File: config.mk
export PLATFORM = sky130hd
export DESIGN_NAME = writeback
export DESIGN_NICKNAME = d
export VERILOG_FILES = /design/src/rtl/writeback.sv
export SDC_FILE = /design/constraint.sdc
export NUM_CORES = 1
export LEC_CHECK = 0
export ABC_CLOCK_PERIOD_IN_PS = 4300
export CAP_MARGIN = 0
export CORE_UTILIZATION = 45
export DETAILED_ROUTE_END_ITERATION = 10
export HOLD_SLACK_MARGIN = 0.03
export PLACE_DENSITY = 0.82
export SKIP_LAST_GASP = 1
export SLEW_MARGIN = 20
export SYNTH_ARGS = -nofsm -noshare
export SYNTH_HDL_FRONTEND = slang
export SYNTH_SLANG_ARGS = --single-unit
File: constraint.sdc
create_clock -name clk_i -period 4.3 [get_ports clk_i]
set_input_delay 0.86 -clock clk_i [delete_from_list [all_inputs] [get_ports clk_i]]
set_output_delay 0.86 -clock clk_i [all_outputs]
set_load 0.005 [all_outputs]
File: src/rtl/writeback.sv
// Y86-64 writeback stage: W pipeline register, gated register-file write ports, status and counters.
// Outputs are registered one cycle after M-stage capture; no handshake, stall/bubble hold or clear W every edge.
module writeback #(
  parameter int CNT_W = 32
) (
  input  logic             clk_i,
  input  logic             rst_n_i,
  input  logic             W_stall_i,
  input  logic             W_bubble_i,
  input  logic [3:0]       M_icode_i,
  input  logic [2:0]       m_stat_i,
  input  logic [3:0]       M_dstE_i,
  input  logic [63:0]      M_valE_i,
  input  logic [3:0]       M_dstM_i,
  input  logic [63:0]      m_valM_i,
  output logic [3:0]       W_icode_o,
  output logic [3:0]       W_dstE_o,
  output logic [63:0]      W_valE_o,
  output logic [3:0]       W_dstM_o,
  output logic [63:0]      W_valM_o,
  output logic [2:0]       W_stat_o,
  output logic [2:0]       stat_o,
  output logic             halted_o,
  output logic [CNT_W-1:0] retired_o,
  output logic [CNT_W-1:0] cycles_o
);

  localparam logic [2:0] SAOK  = 3'd1;
  localparam logic [3:0] RNONE = 4'hF;
  localparam logic [3:0] INOP  = 4'h1;

  typedef enum logic {
    S_RUN  = 1'b0,
    S_HALT = 1'b1
  } state_t;

  typedef struct packed {
    logic        vld;
    logic [3:0]  icode;
    logic [2:0]  stat;
    logic [3:0]  dst_e;
    logic [63:0] val_e;
    logic [3:0]  dst_m;
    logic [63:0] val_m;
  } w_reg_t;

  localparam w_reg_t W_BUBBLE = '{vld: 1'b0, icode: INOP, stat: SAOK,
                                  dst_e: RNONE, val_e: 64'd0,
                                  dst_m: RNONE, val_m: 64'd0};

  state_t           state_q, state_nxt;
  w_reg_t           w_q, w_nxt;
  logic [2:0]       stat_q, stat_nxt;
  logic [CNT_W-1:0] retired_q, retired_nxt;
  logic [CNT_W-1:0] cycles_q, cycles_nxt;

  always_ff @(posedge clk_i) begin
    if (!rst_n_i) begin
      state_q   <= S_RUN;
      w_q       <= W_BUBBLE;
      stat_q    <= SAOK;
      retired_q <= '0;
      cycles_q  <= '0;
    end else begin
      state_q   <= state_nxt;
      w_q       <= w_nxt;
      stat_q    <= stat_nxt;
      retired_q <= retired_nxt;
      cycles_q  <= cycles_nxt;
    end
  end

  always_comb begin
    state_nxt   = state_q;
    w_nxt       = w_q;
    stat_nxt    = stat_q;
    retired_nxt = retired_q;
    cycles_nxt  = cycles_q;
    case (state_q)
      S_RUN: begin
        cycles_nxt = cycles_q + 1'b1;
        // An instruction retires on the edge it leaves W, so a stalled one is counted only once.
        if (w_q.vld && (w_q.stat == SAOK) && !W_stall_i)
          retired_nxt = retired_q + 1'b1;
        if (w_q.vld && (w_q.stat != SAOK)) begin
          state_nxt = S_HALT;
          stat_nxt  = w_q.stat;
        end
        if (W_bubble_i)
          w_nxt = W_BUBBLE;
        else if (!W_stall_i)
          w_nxt = '{vld: 1'b1, icode: M_icode_i, stat: m_stat_i,
                    dst_e: M_dstE_i, val_e: M_valE_i,
                    dst_m: M_dstM_i, val_m: m_valM_i};
      end
      default: ;
    endcase
  end

  logic wr_en;
  assign wr_en = (state_q == S_RUN) && (w_q.stat == SAOK);

  assign W_icode_o = w_q.icode;
  assign W_stat_o  = w_q.stat;
  assign W_dstE_o  = wr_en ? w_q.dst_e : RNONE;
  assign W_dstM_o  = wr_en ? w_q.dst_m : RNONE;
  assign W_valE_o  = w_q.val_e;
  assign W_valM_o  = w_q.val_m;
  assign stat_o    = (state_q == S_HALT) ? stat_q : SAOK;
  assign halted_o  = (state_q == S_HALT);
  assign retired_o = retired_q;
  assign cycles_o  = cycles_q;

endmodule

==> flow_summary.toml, run 1 <==
[worst_setup_path]
worstPathMaxFanout = 12
crit_chain = "or3b_1 > or3_1 > clkdlybuf4s50_1"
start_kind = "flop"
slowest_stage = "or3b_1"
cp-end-kind = "output port"
worst-setup-path-type = "flop to output port"
worst-r2r-setup-slack_ns = 1.65
cp.arrival_ns = 2.42
worstPathRequired_ns = 3.44
max_stage_delay_ns = 0.59

[synth]
yosys_warnings = 0
ys_seq_area_share_pct = 42.1
yosysTopAreaCell = "dfxtp_1"
synth_edf_count = 0
synth_area_per_cell_um2 = 8.46
synth.distinct_cells = 43
synth_seq_cells = 212
synth_top_area_share_pct = 42.1
syn_area_um2 = 10100
ys.flop_type = "dfxtp_1"
synth_cells = 1190
synth_nets = 1339
synth.area.top_cells = "dfxtp_1, nor4b_1, buf_4, a21oi_1, nor2_1"
async_reset_ff_share_pct = 0

[place]
dp.cells = 1599
placed_area_um2 = 12700
place_ws_ns = 1.14
hpwlAfterDp_um = 19400
place.gp.congestion = 0.823
portBuffers = 357

[sta]
finalHoldViolations = 0
setup_ws_ns = 1.02
setup_tns_ns = 0
setup_violations = 0
rsz0062_at_grt = "no"
worstMarginPinSlew_ns = 0.974
finalCritPeriodShare_pct = 76.3
maxSlewViolCount = 0
slew-limit-headroom_pct = 35.1
period_needed_ns = 3.28
max_freq_mhz = 305
clock_skew_ns = 0.00731

[floorplanning]
die_area_um2 = 23000
core_area_um2 = 21900
die_y_um = 152
ios = 358
rows = 54
fp.dieW_um = 152
initial_utilization_pct = 46.0

[layout]
drive_gt1_share_pct = 4.19
post-route-util_pct = 61.6
nFillCells = 1857
num-nets-final = 1494
fin_cells = 1642
area_growth_pct = 33.9
num_antenna_cells = 0
seq_area_um2 = 4250
layout_common_cells = "clkdlybuf4s50_1, dfxtp_1, a21oi_1"
layout.cells.most_common = "clkdlybuf4s50_1"
finalInstanceArea_um2 = 13500
multi_input_area_um2 = 4390

[power]
p_per_area_nw_per_um2 = 346
vdd_ir_drop_max_uv = 275
leakage_uw = 0.00447

[route]
ant_nets = 0
finalWirelength_um = 29800
firstDrtPassIters = 5
drt-vias-per-instance = 5.67
vias = 9310
wire_per_inst_um = 18.1
drt_iter0_drc = 521
drc = 0

[clocking]
cts_tree = "done"
clk_path_buf_depth = 3
cts_root_buf = "clkbuf_16"
cts.htree.levels = 1
post_cts_resized = 0
postCtsHoldBufs = 0
cts-buffers-inserted = 24
clock_sinks = 212
clock_latency_ns = 0.51
clk_pin_slew_worst_paths_ns = 0.06
post_cts_buffers = 0

[outcome]
outcome = "completed"

[grt]
use_met2_pct = 41.1
grt_usage_pct = 24.4
met1_usage_pct = 29.8
antenna_found_initial = 0
grt_max_degree = 91
grt_use_met3_pct = 6.83
busiest_layer = "met2"
grt_first_pass_wirelength_um = 45100
grt-ovfl-total = 0
grt_pass1_vias = 8612

[flow_run]
maxCapViolCount = 0

[worst_hold_path]
hp-class = "flop to flop"
## cell type report
cell class,instances,area share [%]
clock buffers,36,5.24
clock inverters,7,0.649
inverters,7,0.232
multi-input cells,732,32.5
flip-flops and latches,212,31.5
well taps,280,2.60
repair buffers,368,27.3
## path summary, 6_finish.rpt
check,to,start,cells past startpoint
setup / recovery,W_dstM_o[0],W_stat_o[0],3
hold / removal,stat_q[0],stat_q[0],2
setup reg to reg,retired_o[31],W_stat_o[0],4
hold reg to reg,stat_q[0],stat_q[0],2
## registers in the layout, summed over array words and instances, names as in the netlist
register   cells
halted_o       1
retired_o     32
W_valE_o      64
w_q            9
W_stat_o       3
stat_q         3
W_valM_o      64
W_icode_o      4
cycles_o      32
## stage by stage
stage | hold slack [ns] | power [uW]
finish | 0.465 | 4660
global route | 0.504 | 4830
CTS | 0.467 | 4700
detailed placement | 0.451 | 2640
global placement | 0.445 | 2630
floorplan | 0.432 | 2390
## power breakdown
| group | internal, uW | switching (uW) |
|---|---|---|
| Clock | 1250 | 807 |
| Combinational | 293 | 245 |
| Sequential | 2020 | 43.2 |
| Total | 3560 | 1100 |
## critical path, delay by kind of cell, from the launching register on
family	cells	cell delay (ns)
flops	1	0.42
simple gates	2	1.03
buf+inv	1	0.46
## cells by family (layout without fill, tap and decap cells)
| logic type | count (synthesis) | after routing | share of synthesized area (%) |
|---|---|---|---|
| muxes | 8 | 8 | 0.795 |
| AOI/OAI and AO/OA | 228 | 228 | 12.3 |
| and+or+nand+nor | 476 | 476 | 28.6 |
| xor gates and xnor gates | 18 | 18 | 1.57 |
| adders and majority gates | 2 | 2 | 0.248 |
| buffers and inverters | 246 | 418 | 14.4 |
| DFF | 212 | 212 | 42.1 |
## synthesized netlist by cell type, types with 2 or more instances
cell,instances
clkbuf_1,91
nor2b_1,2
o31a_1,4
o41ai_1,2
nor4b_1,133
and2_1,6
o21a_1,4
and3_1,6
nand2_1,24
and4_1,8
xor2_1,13
nand3_1,21
ha_1,2
nand4_1,24
and2_2,2
nor2_1,167
nand2b_1,6
dfxtp_1,212
or4_1,27
a21oi_1,171
inv_1,7
nor4_1,8
nor3b_1,3
o31ai_1,23
o21ai_0,21
or3b_1,2
buf_1,8
xnor2_1,5
nor3_1,12
or3_1,20
buf_2,2
buf_4,136
mux2i_1,8
## layer usage
metal | vias to the layer above | routed length (um)
met3 | 59 | 2450
met4 | 0 | 812
met2 | 352 | 14500
met5 | - | 0
met1 | 4460 | 12000
li1 | 4439 | -
No activity file was read; power rests on OpenSTA's default activity.
==> run 2, diff against run 1 <==
- ABC_CLOCK_PERIOD_IN_PS: 4300 -> 2700
- CORE_UTILIZATION: 45 -> 41
- PLACE_DENSITY: 0.82 -> 0.79
- clock period: 4.3 -> 2.7 ns (I/O delays scaled with it)
==> flow_summary.toml, run 2 (synthesis results as in run 1) <==
[clocking]
cts_root_buf = "clkbuf_16"
clock_sinks = 212
clock_latency_ns = 0.51
cts-buffers-inserted = 24
cts.htree.levels = 1
clk_path_buf_depth = 3
postCtsHoldBufs = 0
cts_tree = "done"
clk_pin_slew_worst_paths_ns = 0.06

[grt]
grt_pass1_vias = 8883
grt-ovfl-total = 0
grt_usage_pct = 23.0
grt_first_pass_wirelength_um = 48300
antenna_found_initial = 0
grt_max_degree = 87

[route]
wire_per_inst_um = 17.9
finalWirelength_um = 30400
drt-vias-per-instance = 5.52
top_layer = "met4"
drt-met1-wl_um = 12600
dr_wl_met2_um = 14300
wl_met3_um = 2620
drt_iter0_drc = 650
vias = 9391
drc = 0
ant_nets = 0
firstDrtPassIters = 5

[worst_setup_path]
worstPathMaxFanout = 8
cp.arrival_ns = 2.05
worst-r2r-setup-slack_ns = 0.28
start_kind = "flop"
slowest_stage = "or3b_4"
worst-setup-path-type = "flop to output port"
cp-end-kind = "output port"
worstPathRequired_ns = 2.16
crit_chain = "or3b_4 > buf_4 > or3_1 > dlygate4sd2_1"
max_stage_delay_ns = 0.42

[sta]
clock_skew_ns = 0.00634
finalCritPeriodShare_pct = 95.8
worstMarginPinSlew_ns = 0.864
maxSlewViolCount = 0
period_needed_ns = 2.59
max_freq_mhz = 387
slew-limit-headroom_pct = 42.4
finalHoldViolations = 0
rsz0062_at_grt = "no"
setup_violations = 0

[layout]
drive_gt1_share_pct = 5.93
layout_common_cells = "clkdlybuf4s50_1, dfxtp_1, a21oi_1"
seq_area_um2 = 4250
fin_cells = 1701
post-route-util_pct = 57.8
multi_input_area_um2 = 4400
num-nets-final = 1517
nFillCells = 2018
area_growth_pct = 36.3
num_antenna_cells = 0
layout.cells.most_common = "clkdlybuf4s50_1"

[place]
place.gp.congestion = 0.814
portBuffers = 357
dp.cells = 1659
hpwlAfterDp_um = 20400

[power]
leakage_uw = 0.00457
vdd_ir_drop_max_uv = 439
p_per_area_nw_per_um2 = 533

[floorplanning]
fp.dieW_um = 159
core_area_um2 = 23800
rows = 56
initial_utilization_pct = 42.4
ios = 358
die_area_um2 = 25200
die_y_um = 159

[outcome]
outcome = "completed"

[flow_run]
maxCapViolCount = 0

[worst_hold_path]
hp-class = "flop to flop"
-- run 2: cell types whose count changed in the layout (fill, tap and decap cells not counted), sizes merged --
cell	delta
buf	+23
bufinv	-2
clkdlybuf4s50	-8
clkinvlp	-1
dlygate4sd2	+7
dlymetal6s2s	+1
-- run 2: per-layer routing --
layer  GRT usage (%)  vias up
met5               0        -
met4            7.37        0
met3            6.95       65
met2            38.1      354
met1            28.4     4493
li1                -     4479
-- run 2: timing repair --
item                                    in CTS  in global routing
endpoints found under the setup margin       8                  1
setup buffers                                2                  0
gates resized for setup                      9                  1
pin swaps                                    1                  0
-- run 2: cell type report --
type | instances | share of cell area (%)
inverters | 7 | 0.228
repair buffers | 391 | 28.4
clock inverters | 4 | 0.146
multi-input cells | 732 | 32.0
well taps | 319 | 2.91
flip-flops and latches | 212 | 30.9
clock buffers | 36 | 5.30
-- run 2: path summary, 6_finish.rpt --
path,from,depth (start not counted),to
setup / recovery,W_stat_o[1],4,W_dstE_o[1]
hold / removal,stat_q[0],2,stat_q[0]
setup reg to reg,W_stat_o[1],5,retired_o[23]
hold reg to reg,stat_q[0],2,stat_q[0]
-- run 2: power breakdown --
group / internal (uW) / switching (uW)
Sequential: 3220 / 55.6
Clock: 1840 / 1280
Combinational: 505 / 419
Total: 5560 / 1760
-- run 2: stage by stage --
step                instance area [um^2]  hold slack (ns)  TNS, ns  power [uW]  setup WS (ns)
floorplan                          10100            0.432        0        3810          0.390
global placement                   13000            0.443        0        4240          0.160
detailed placement                 13000            0.459        0        4260          0.114
CTS                                13700            0.474   -0.100        7400         -0.100
global route                       13700            0.494        0        7610         0.0441
finish                             13700            0.472        0        7320          0.113
-- run 2: worst max-delay path, delay by kind of cell (launching register included) --
| kind | cells | cell delay (ns) |
|---|---|---|
| DFF | 1 | 0.31 |
| buffers and inverters | 2 | 0.46 |
| and+or+nand+nor | 2 | 0.76 |
==> run 3, diff against run 2 <==
- MAX_ROUTING_LAYER: default -> met4
==> flow_summary.toml, run 3 (synthesis results as in run 1) <==
[route]
vias = 9465
drt_iter0_drc = 684
wire_per_inst_um = 17.9
firstDrtPassIters = 5
drc = 0
ant_nets = 0
drt-vias-per-instance = 5.56
finalWirelength_um = 30500

[sta]
slew-limit-headroom_pct = 41.7
finalHoldViolations = 0
worstMarginPinSlew_ns = 0.874
rsz0062_at_grt = "no"
maxSlewViolCount = 0
max_freq_mhz = 386
setup_tns_ns = 0
finalCritPeriodShare_pct = 96.0
setup_ws_ns = 0.107
period_needed_ns = 2.59
setup_violations = 0
clock_skew_ns = 0.00675

[worst_setup_path]
worst-setup-path-type = "flop to output port"
worstPathMaxFanout = 8
worst-r2r-setup-slack_ns = 0.28
worstPathRequired_ns = 2.16
start_kind = "flop"
cp-end-kind = "output port"
cp.arrival_ns = 2.05
reg2reg_depth = 5

[power]
power_switching_uw = 1770
combPwrFrac_pct = 12.6
clkPwrFrac_pct = 42.7
power.internal_uw = 5560
leakage_uw = 0.00457
pwr-share-seq_pct = 44.7
p_sw_share_pct = 24.1
vdd_ir_drop_max_uv = 438
p_per_area_nw_per_um2 = 534

[place]
place.gp.congestion = 0.826
place_ws_ns = 0.114
hpwlAfterDp_um = 20400
portBuffers = 357

[grt]
busiest_layer = "met2"
grt-ovfl-total = 0
grt_usage_pct = 23.7
antenna_found_initial = 0
grt_pass1_vias = 8913
grt_max_degree = 87
grt_first_pass_wirelength_um = 48100
use_met2_pct = 38.0
met1_usage_pct = 29.3
grt_use_met3_pct = 5.88

[clocking]
clock_latency_ns = 0.51
cts.htree.levels = 1
cts-buffers-inserted = 24
clk_path_buf_depth = 3
cts_root_buf = "clkbuf_16"
cts_tree = "done"
clock_sinks = 212
postCtsHoldBufs = 0
clk_pin_slew_worst_paths_ns = 0.06

[floorplanning]
rows = 56
die_area_um2 = 25200
die_y_um = 159
fp.dieW_um = 159
core_area_um2 = 23800
ios = 358
initial_utilization_pct = 42.4

[layout]
num-nets-final = 1517
nFillCells = 2018
drive_gt1_share_pct = 5.93
layout_common_cells = "clkdlybuf4s50_1, dfxtp_1, a21oi_1"
area_growth_pct = 36.3
num_antenna_cells = 0
layout.cells.most_common = "clkdlybuf4s50_1"

[flow_run]
maxCapViolCount = 0

[worst_hold_path]
hp-class = "flop to flop"
holdPathStages = 2

[outcome]
outcome = "completed"
## run 3: critical path, cell delays in order (launching register included)
cell	delay, ns
dfxtp_1	0.31
or3b_4	0.42
buf_4	0.18
or3_1	0.35
dlygate4sd2_1	0.29
## run 3: final timing paths
path	startpoint	endpoint
min	stat_q[0]	stat_q[0]
max reg2reg	W_stat_o[1]	retired_o[23]
max	W_stat_o[1]	W_dstE_o[1]
min reg2reg	stat_q[0]	stat_q[0]
## run 3: layout make-up
cell class                      count  area, um^2  area share (%)
Clock buffer                       36         727            5.30
Clock inverter                      4        20.0           0.146
Inverter                            7        31.3           0.228
Multi-Input combinational cell    732        4400            32.0
Sequential cell                   212        4250            30.9
Tap cell                          319         399            2.91
Timing Repair Buffer              391        3910            28.4
## run 3: power by group through the flow
stage	clock, uW	sequential, uW	combinational [uW]
3_3_place_gp	0	3340	908
3_5_place_dp	0	3340	917
6_report	3130	3270	926
2_1_floorplan	0	3330	483
5_1_grt	3330	3280	998
4_1_cts	3200	3270	928
## run 3: routing by layer
metal	share of wire, %	routed length [um]
met2	47	14400
met3	8.3	2510
met5	0	0
met1	42	12700
met4	2.7	809
## run 3: metrics by stage
| step | hold slack (ns) | area (um^2) | instances | total power (uW) | utilization, % |
|---|---|---|---|---|---|
| floorplan | 0.432 | 10100 | 1190 | 3810 | - |
| finish | 0.470 | 13700 | 1701 | 7330 | 57.8 |
| global route | 0.494 | 13700 | 1701 | 7610 | 57.8 |
| global placement | 0.443 | 13000 | 1659 | 4240 | 54.6 |
| detailed placement | 0.459 | 13000 | 1659 | 4260 | 54.6 |
| CTS | 0.474 | 13700 | 1701 | 7400 | 57.8 |
## run 3: what timing repair did
item                                    in CTS  in global routing
setup buffers                                2                  0
pin swaps                                    1                  0
endpoints found under the setup margin       8                  1
resized for setup                            9                  1
